### src/rtl/sbox_pipe_lanes.sv
// sbox_pipe_lanes: LANES-wide AES S-box (forward or inverse per word) followed
// by STAGES elastic pipeline registers with a valid/ready handshake.
//
// Ports:
//   clk, rst              clock, asynchronous active-high reset
//   in_valid / in_ready   input handshake (in_ready is combinational from out_ready)
//   in_data               LANES bytes, lane i at [8i+7:8i]
//   in_encrypt            1 = SubBytes, 0 = InvSubBytes, applies to the whole word
//   in_tag                opaque sideband returned with the word
//   out_valid / out_ready output handshake
//   out_data, out_encrypt, out_tag   result word and its sideband
//   occupancy             registered count of valid stages
//
// sbox_depth16: one combinational AES S-box core. The substitution is computed
// arithmetically (GF(2^8) inverse plus affine map) instead of from a lookup table.

module sbox_depth16 (
  input  logic [7:0] byte_in,
  input  logic       encrypt,
  output logic [7:0] byte_out
);

  // Multiplication in GF(2^8) modulo x^8 + x^4 + x^3 + x + 1.
  function automatic logic [7:0] gf_mul(input logic [7:0] a, input logic [7:0] b);
    logic [7:0] p;
    logic [7:0] aa;
    p  = '0;
    aa = a;
    for (int i = 0; i < 8; i++) begin
      if (b[i]) p = p ^ aa;
      aa = {aa[6:0], 1'b0} ^ (aa[7] ? 8'h1B : 8'h00);
    end
    return p;
  endfunction

  // Multiplicative inverse as x^254 (maps 0 to 0 as AES requires).
  // Chain: x^2, x^3, x^6, x^12, x^15, x^30, x^60, x^120, x^240, x^254.
  function automatic logic [7:0] gf_inv(input logic [7:0] x);
    logic [7:0] x2, x3, x12, x15, x240;
    x2   = gf_mul(x, x);
    x3   = gf_mul(x2, x);
    x12  = gf_mul(gf_mul(x3, x3), gf_mul(x3, x3));
    x15  = gf_mul(x12, x3);
    x240 = gf_mul(x15, x15);
    x240 = gf_mul(x240, x240);
    x240 = gf_mul(x240, x240);
    x240 = gf_mul(x240, x240);
    return gf_mul(gf_mul(x240, x12), x2);
  endfunction

  function automatic logic [7:0] rotl(input logic [7:0] x, input int n);
    return (x << n) | (x >> (8 - n));
  endfunction

  function automatic logic [7:0] affine_fwd(input logic [7:0] b);
    return b ^ rotl(b, 1) ^ rotl(b, 2) ^ rotl(b, 3) ^ rotl(b, 4) ^ 8'h63;
  endfunction

  function automatic logic [7:0] affine_inv(input logic [7:0] b);
    return rotl(b, 1) ^ rotl(b, 3) ^ rotl(b, 6) ^ 8'h05;
  endfunction

  always_comb begin
    byte_out = encrypt ? affine_fwd(gf_inv(byte_in)) : gf_inv(affine_inv(byte_in));
  end

endmodule

module sbox_pipe_lanes #(
  parameter int LANES  = 4,
  parameter int STAGES = 2,
  parameter int TAG_W  = 4
) (
  input  logic                         clk,
  input  logic                         rst,
  input  logic                         in_valid,
  output logic                         in_ready,
  input  logic [8*LANES-1:0]           in_data,
  input  logic                         in_encrypt,
  input  logic [TAG_W-1:0]             in_tag,
  output logic                         out_valid,
  input  logic                         out_ready,
  output logic [8*LANES-1:0]           out_data,
  output logic                         out_encrypt,
  output logic [TAG_W-1:0]             out_tag,
  output logic [$clog2(STAGES+1)-1:0]  occupancy
);

  localparam int DW    = 8 * LANES;
  localparam int OCC_W = $clog2(STAGES + 1);

  logic [DW-1:0]    w_sub;
  logic [STAGES:1]  w_adv;
  logic [STAGES:1]  w_up_v;
  logic [STAGES:1]  w_up_enc;
  logic [DW-1:0]    w_up_data [1:STAGES];
  logic [TAG_W-1:0] w_up_tag  [1:STAGES];
  logic [STAGES:1]  w_v_nxt;
  logic [OCC_W-1:0] w_occ_nxt;

  logic [STAGES:1]  r_v;
  logic [STAGES:1]  r_enc;
  logic [DW-1:0]    r_data [1:STAGES];
  logic [TAG_W-1:0] r_tag  [1:STAGES];
  logic [OCC_W-1:0] r_occ;

  // Stage 0: one combinational core per lane
  for (genvar g = 0; g < LANES; g++) begin : g_lane
    sbox_depth16 u_core (
      .byte_in  (in_data[8*g +: 8]),
      .encrypt  (in_encrypt),
      .byte_out (w_sub[8*g +: 8])
    );
  end

  // Advance chain from the output back to the input; a scalar carries the
  // running value so the vector never depends on itself.
  always_comb begin : adv_chain
    logic a;
    w_adv         = '0;
    a             = ~r_v[STAGES] | out_ready;
    w_adv[STAGES] = a;
    for (int k = STAGES - 1; k >= 1; k--) begin
      a        = ~r_v[k] | a;
      w_adv[k] = a;
    end
  end

  assign in_ready = w_adv[1];

  always_comb begin
    w_up_v   = '0;
    w_up_enc = '0;
    for (int k = 1; k <= STAGES; k++) begin
      w_up_data[k] = '0;
      w_up_tag[k]  = '0;
    end
    w_up_v[1]    = in_valid & w_adv[1];
    w_up_enc[1]  = in_encrypt;
    w_up_data[1] = w_sub;
    w_up_tag[1]  = in_tag;
    for (int k = 2; k <= STAGES; k++) begin
      w_up_v[k]    = r_v[k-1];
      w_up_enc[k]  = r_enc[k-1];
      w_up_data[k] = r_data[k-1];
      w_up_tag[k]  = r_tag[k-1];
    end
  end

  // Occupancy is registered, so it is computed from the next-state valid bits.
  always_comb begin
    w_v_nxt   = r_v;
    w_occ_nxt = '0;
    for (int k = 1; k <= STAGES; k++) begin
      if (w_adv[k]) w_v_nxt[k] = w_up_v[k];
      w_occ_nxt = w_occ_nxt + OCC_W'(w_v_nxt[k]);
    end
  end

  // Stages 1..STAGES: payload loads only for a real word, so bubbles clear v only
  always_ff @(posedge clk or posedge rst) begin
    if (rst) begin
      r_v   <= '0;
      r_enc <= '0;
      r_occ <= '0;
      for (int k = 1; k <= STAGES; k++) begin
        r_data[k] <= '0;
        r_tag[k]  <= '0;
      end
    end else begin
      r_v   <= w_v_nxt;
      r_occ <= w_occ_nxt;
      for (int k = 1; k <= STAGES; k++) begin
        if (w_adv[k] && w_up_v[k]) begin
          r_enc[k]  <= w_up_enc[k];
          r_data[k] <= w_up_data[k];
          r_tag[k]  <= w_up_tag[k];
        end
      end
    end
  end

  assign out_valid   = r_v[STAGES];
  assign out_encrypt = r_enc[STAGES];
  assign out_data    = r_data[STAGES];
  assign out_tag     = r_tag[STAGES];
  assign occupancy   = r_occ;

endmodule
### config.mk
export PLATFORM = sky130hd
export DESIGN_NAME = sbox_pipe_lanes
export DESIGN_NICKNAME = d
export VERILOG_FILES = /design/src/rtl/sbox_pipe_lanes.sv
export SDC_FILE = /design/constraint.sdc
export NUM_CORES = 2
export LEC_CHECK = 0
export CORE_ASPECT_RATIO = 1.5
export CORE_UTILIZATION = 67
export CTS_CLUSTER_DIAMETER = 50
export DETAILED_ROUTE_END_ITERATION = 7
export HOLD_SLACK_MARGIN = 0.08
export PLACE_DENSITY = 0.83
export SLEW_MARGIN = 5
export SYNTH_ARGS = -nofsm -noshare
export SYNTH_HDL_FRONTEND = slang
export SYNTH_HIERARCHICAL = 1
export SYNTH_SLANG_ARGS = --single-unit
### constraint.sdc
create_clock -name clk -period 6.35 [get_ports clk]
set_input_delay 0.635 -clock clk [delete_from_list [all_inputs] [get_ports clk]]
set_output_delay 0.635 -clock clk [all_outputs]
set_load 0.005 [all_outputs]
==> impl_metrics.csv, run 1 <==
group,metric,value,unit
placed_design,portBuffers,81,
placed_design,routabilityCongestion,1.074,
cts,numCtsBuffers,9,
floorplanning,row_count,170,
global_routing,grt_overflow,10180,
synthesis,netlist.area_leader.share,20.45,%
floorplanning,start_util,67.73,%
floorplanning,die_w,313.1,um
synthesis,synth_area_per_cell,8.322,um2
synthesis,synth_seq_area_share,2.007,%
cts,cts_max_level,3,
synthesis,syn-num-nets,11795,
run_status,haltStage,"global routing (5_1_grt)",
synthesis,synth-seq-cells,78,
run_status,status,"aborted with a tool error",
placed_design,place_area,0.1246,mm2
floorplanning,io_pins,82,
global_routing,grt_usage,98.22,%
synthesis,syn_area,0.09725,mm2
cts,cts_root_buf,"clkbuf_16",
global_routing,grt_pass1_vias,161724,
synthesis,yosysWarnings,6,
synthesis,synth_area_leader_cell,"xnor2_1",
run_status,firstError,"[ERROR GRT-0116] Global routing finished with congestion. Check the congestion regions in the DRC Viewer.",
synthesis,synth_edf_count,0,
floorplanning,die_y,468.6,um
cts,cts_sinks,78,
cts,clock_path_buffers,2,
global_routing,grt_start_max_net_pins,79,
synthesis,ys.flop_type,"dfrtp_1",
cts,cts_hold_buf,0,
placed_design,dp_hpwl,291.7,mm
synthesis,synthTopCellsByArea,"xnor2_1 (20%), xnor3_1 (13%), xor2_1 (6.5%)",
synthesis,async_flop_share,100.0,%
synthesis,synth_cells,11686,
synthesis,synth_cell_types,155,
global_routing,grt_first_pass_wirelength,1138,mm
Yosys cell counts, types with 34 or more instances:
master    instances
ha_1             68
a22oi_1          62
a31oi_1          94
xnor3_1         555
nand2_1        1125
and3_1           80
o22ai_1          97
or3_1            95
dfrtp_1          78
nor2b_1          91
xor3_1           63
clkbuf_1        289
a21oi_1         428
o21a_1           42
xnor3_2          90
mux2i_1         345
o21ai_1          63
or4_1            34
o221ai_1         36
o211ai_1        109
xnor2_2         281
nand4_1          51
nor2_1         1511
nand3b_1         34
mux2_4           67
xnor2_4          51
mux2_2           54
buf_2           173
nor3b_1          36
xor2_1          718
buf_4            87
and2_1           76
nand3_1         240
nand2b_1        110
nor3_1          295
inv_1           128
inv_2            44
buf_6            96
xnor2_1        2271
a211oi_1         68
clkbuf_8         93
o21ai_0         299
xor2_2           96
what timing repair did:
item / 4_1_cts
cloned: 10
endpoints found under the setup margin: 32
pin swaps: 591
resized for setup: 1173
buffers inserted: 429
hold endpoints to repair: 0
metrics by stage:
step / setup slack (ns) / hold slack, ns / std cells / util (%)
floorplan: -10.50 / 0.4762 / 11686 / -
global placement: -10.44 / 0.4834 / 16286 / 86.76
detailed placement: -11.41 / 0.4998 / 16286 / 86.76
CTS: -10.00 / 0.5191 / 16737 / 93.95
cells by family after synthesis:
| logic type | after synthesis | share of synthesized area [%] |
|---|---|---|
| compound gates | 1877 | 13.71 |
| xor+xnor | 4160 | 52.21 |
| fa+ha+maj | 69 | 0.8852 |
| buf+inv | 986 | 6.649 |
| flops | 78 | 2.007 |
| mux | 482 | 5.473 |
| simple gates | 4034 | 19.07 |
layer usage:
| layer | overflow | GRT usage [%] |
|---|---|---|
| met1 | 154 | 88.20 |
| met2 | 7675 | 124.1 |
| met3 | 128 | 79.04 |
| met4 | 2209 | 110.0 |
| met5 | 14 | 52.21 |
==> run 2: changes to the inputs <==
Settings changed: CORE_ASPECT_RATIO 1.5 to unset, CORE_UTILIZATION 67 to 40, CTS_CLUSTER_DIAMETER 50 to unset, HOLD_SLACK_MARGIN 0.08 to unset, PLACE_DENSITY 0.83 to unset, PLACE_DENSITY_LB_ADDON set to 0.15.
==> impl_metrics.csv, run 2 <==
group,metric,value,unit
placed_design,place_inst,17717,
flow_run,maxCapViolCount,0,
run_status,status,"complete, but fails checks",
synthesis,netlist.area_leader.share,20.45,%
global_routing,grt_usage,24.66,%
cts,cts_max_level,3,
critical_path,ff2ff_path_depth,3,
global_routing,grt_first_pass_wirelength,503.7,mm
cts,cts.clk_slew.worst_paths,0.09,ns
critical_path,cp-start-kind,"input port",
timing,hold_viol_final,0,
timing,maxSlewViolCount,0,
critical_path,path_delay_family,"XOR/XNOR gates",
timing,rsz0062_at_grt,"true",
synthesis,synth_seq_area_share,2.007,%
floorplanning,die_y,495.1,um
synthesis,async_flop_share,100.0,%
synthesis,syn_area,0.09725,mm2
critical_path,timing.rr.end,"out_data[7]",
cts,clk_latency,0.43,ns
route,firstDrtPassIters,7,
timing,slew_headroom,38.11,%
timing,setup_viol_count_final,32,
placed_design,routabilityCongestion,0.9171,
hold_path,hold_class,"reg -> reg",
synthesis,synth_edf_count,0,
timing,post-route-period-util,252.4,%
cts,cts_root_buf,"clkbuf_16",
synthesis,ys.flop_type,"dfrtp_1",
cts,cts_hold_buf,0,
critical_path,crit_type,"in -> reg",
cts,clock_path_buffers,2,
layout,final_nets,15203,
hold_path,min_path_cells,1,
synthesis,synth_cell_types,155,
synthesis,yosysMostFrequentCell,"xnor2_1",
timing,fin_tns_setup,-303.34,ns
floorplanning,row_count,180,
route,num_vias,95339,
cts,cts_sinks,78,
timing,period_needed,16.03,ns
timing,fmax,62.39,MHz
synthesis,synth-seq-cells,78,
route,drt_iter0_drc,5996,
global_routing,grt_overflow,0,
critical_path,slowest_stage,"xnor3_2",
timing,fin_skew,0.02372,ns
floorplanning,start_util,40.32,%
critical_path,cp.arrival,16.33,ns
hold_path,hold_start,"r_data[47]",
timing,worstMarginPinSlew,0.9284,ns
synthesis,synth_area_per_cell,8.322,um2
timing,worst_slack,-9.678,ns
placed_design,portBuffers,81,
layout,layout-drive-gt1-share,43.08,%
synthesis,yosysWarnings,6,
synthesis,syn-num-nets,11795,
critical_path,crit_required,6.65,ns
synthesis,synthTopCellsByCount,"xnor2_1 (2271), nor2_1 (1511), nand2_1 (1125)",
floorplanning,die_w,495.1,um
floorplanning,io_pins,82,
critical_path,end_kind,"flip-flop",
route,antenna_left,0,
route,route.detailed.drc,0,
route,routedWlPerCell,17.17,um
synthesis,synthTopCellsByArea,"xnor2_1 (20%), xnor3_1 (13%), xor2_1 (6.5%)",
cts,numCtsBuffers,9,
critical_path,r2r_setup_slack,4.54,ns
critical_path,r2r_start,"r_v[2]",
layout,area_growth,43.61,%
layout,mostFrequentLayoutCell,"buf_4",
global_routing,grt_start_max_net_pins,46,
run_status,violations,"negative setup slack",
global_routing,grt_pass1_vias,95043,
global_routing,antenna_found_initial,13,
critical_path,crit_buf_inv,16,
floorplanning,core_area,0.2412,mm2
layout,mostFrequentLayoutCells,"buf_4 (3829), xnor2_1 (1804), nor2_1 (1455)",
layout,layout.cells.non_filler,18288,
floorplanning,die-area,0.2451,mm2
route,wl,314.0,mm
hold_path,hold-path-endpoint,"out_data[15]",
synthesis,synth_cells,11686,
synthesis,synth_area_leader_cell,"xnor2_1",
cts,cts_tree,"done",
placed_design,dp_hpwl,244.1,mm
critical_path,max_stage_delay,0.55,ns
route,vias_per_cell,5.213,
critical_path,crit_fanout,8,
-- run 2: cell counts after synthesis --
Identical to the previous run, type by type.
-- run 2: how the worst max path moves through the flow --
stage                           from    endpoint  slack, ns  depth (start not counted)
after detailed placement  in_data[0]  r_data[38]     -10.95                         65
after global placement    in_data[0]  r_data[38]     -10.70                         62
after CTS                 in_data[0]  r_data[33]      -9.61                         74
after floorplan           in_data[0]  r_data[37]     -10.50                         76
final                     in_data[6]  r_data[39]      -9.68                         76
after global routing      in_data[6]  r_data[39]     -10.33                         76
-- run 2: area by class of cell --
class                      instances  area (um2)
timing repair buffer            4192       33390
antenna                            4       10.01
fill                           21280      101500
clock buffer                       9       225.2
clock inverter                     7       65.06
inverter                         187       738.2
tap                             3185        3985
multi-input combinational      10626       99290
sequential                        78        1952
-- run 2: metrics by stage --
step / cell area (um2) / hold WS, ns / utilization, % / setup slack, ns
6_report: 139700 / 0.4864 / 57.90 / -9.678
5_1_grt: 139700 / 0.5196 / 57.90 / -10.33
4_1_cts: 134300 / 0.4856 / 55.67 / -9.614
3_5_place_dp: 127200 / 0.4902 / 52.75 / -10.95
3_3_place_gp: 127200 / 0.4839 / 52.75 / -10.70
2_1_floorplan: 101400 / 0.4762 / - / -10.50
-- run 2: what timing repair did --
item / CTS / global route
setup buffers: 334 / 216
pin swaps: 495 / 405
cloned: 7 / 2
setup endpoints to repair: 32 / 32
gates resized for setup: 720 / 668
-- run 2: cells by family (layout without fill, tap and decap cells) --
kind of cell             count (synthesis)  after routing  share of synthesized area (%)
AND/OR/NAND/NOR                       4034           4034                          19.07
AO/OA/AOI/OAI                         1877           1877                          13.71
multiplexers                           482            482                          5.473
XOR/XNOR                              4160           4164                          52.21
other                                    0              4                              0
adder cells (fa/ha/maj)                 69             69                         0.8852
flip-flops                              78             78                          2.007
buffers and inverters                  986           4395                          6.649
-- run 2: routing by layer --
metal	share of wire (%)	GRT usage [%]
met1	45	33.28
met2	49	43.15
met5	0	0
met3	4.0	1.312
met4	2.1	5.250
Power of run 2 is not shown: default switching activity piles up to over one toggle a cycle in this logic, so the estimate is an artifact.
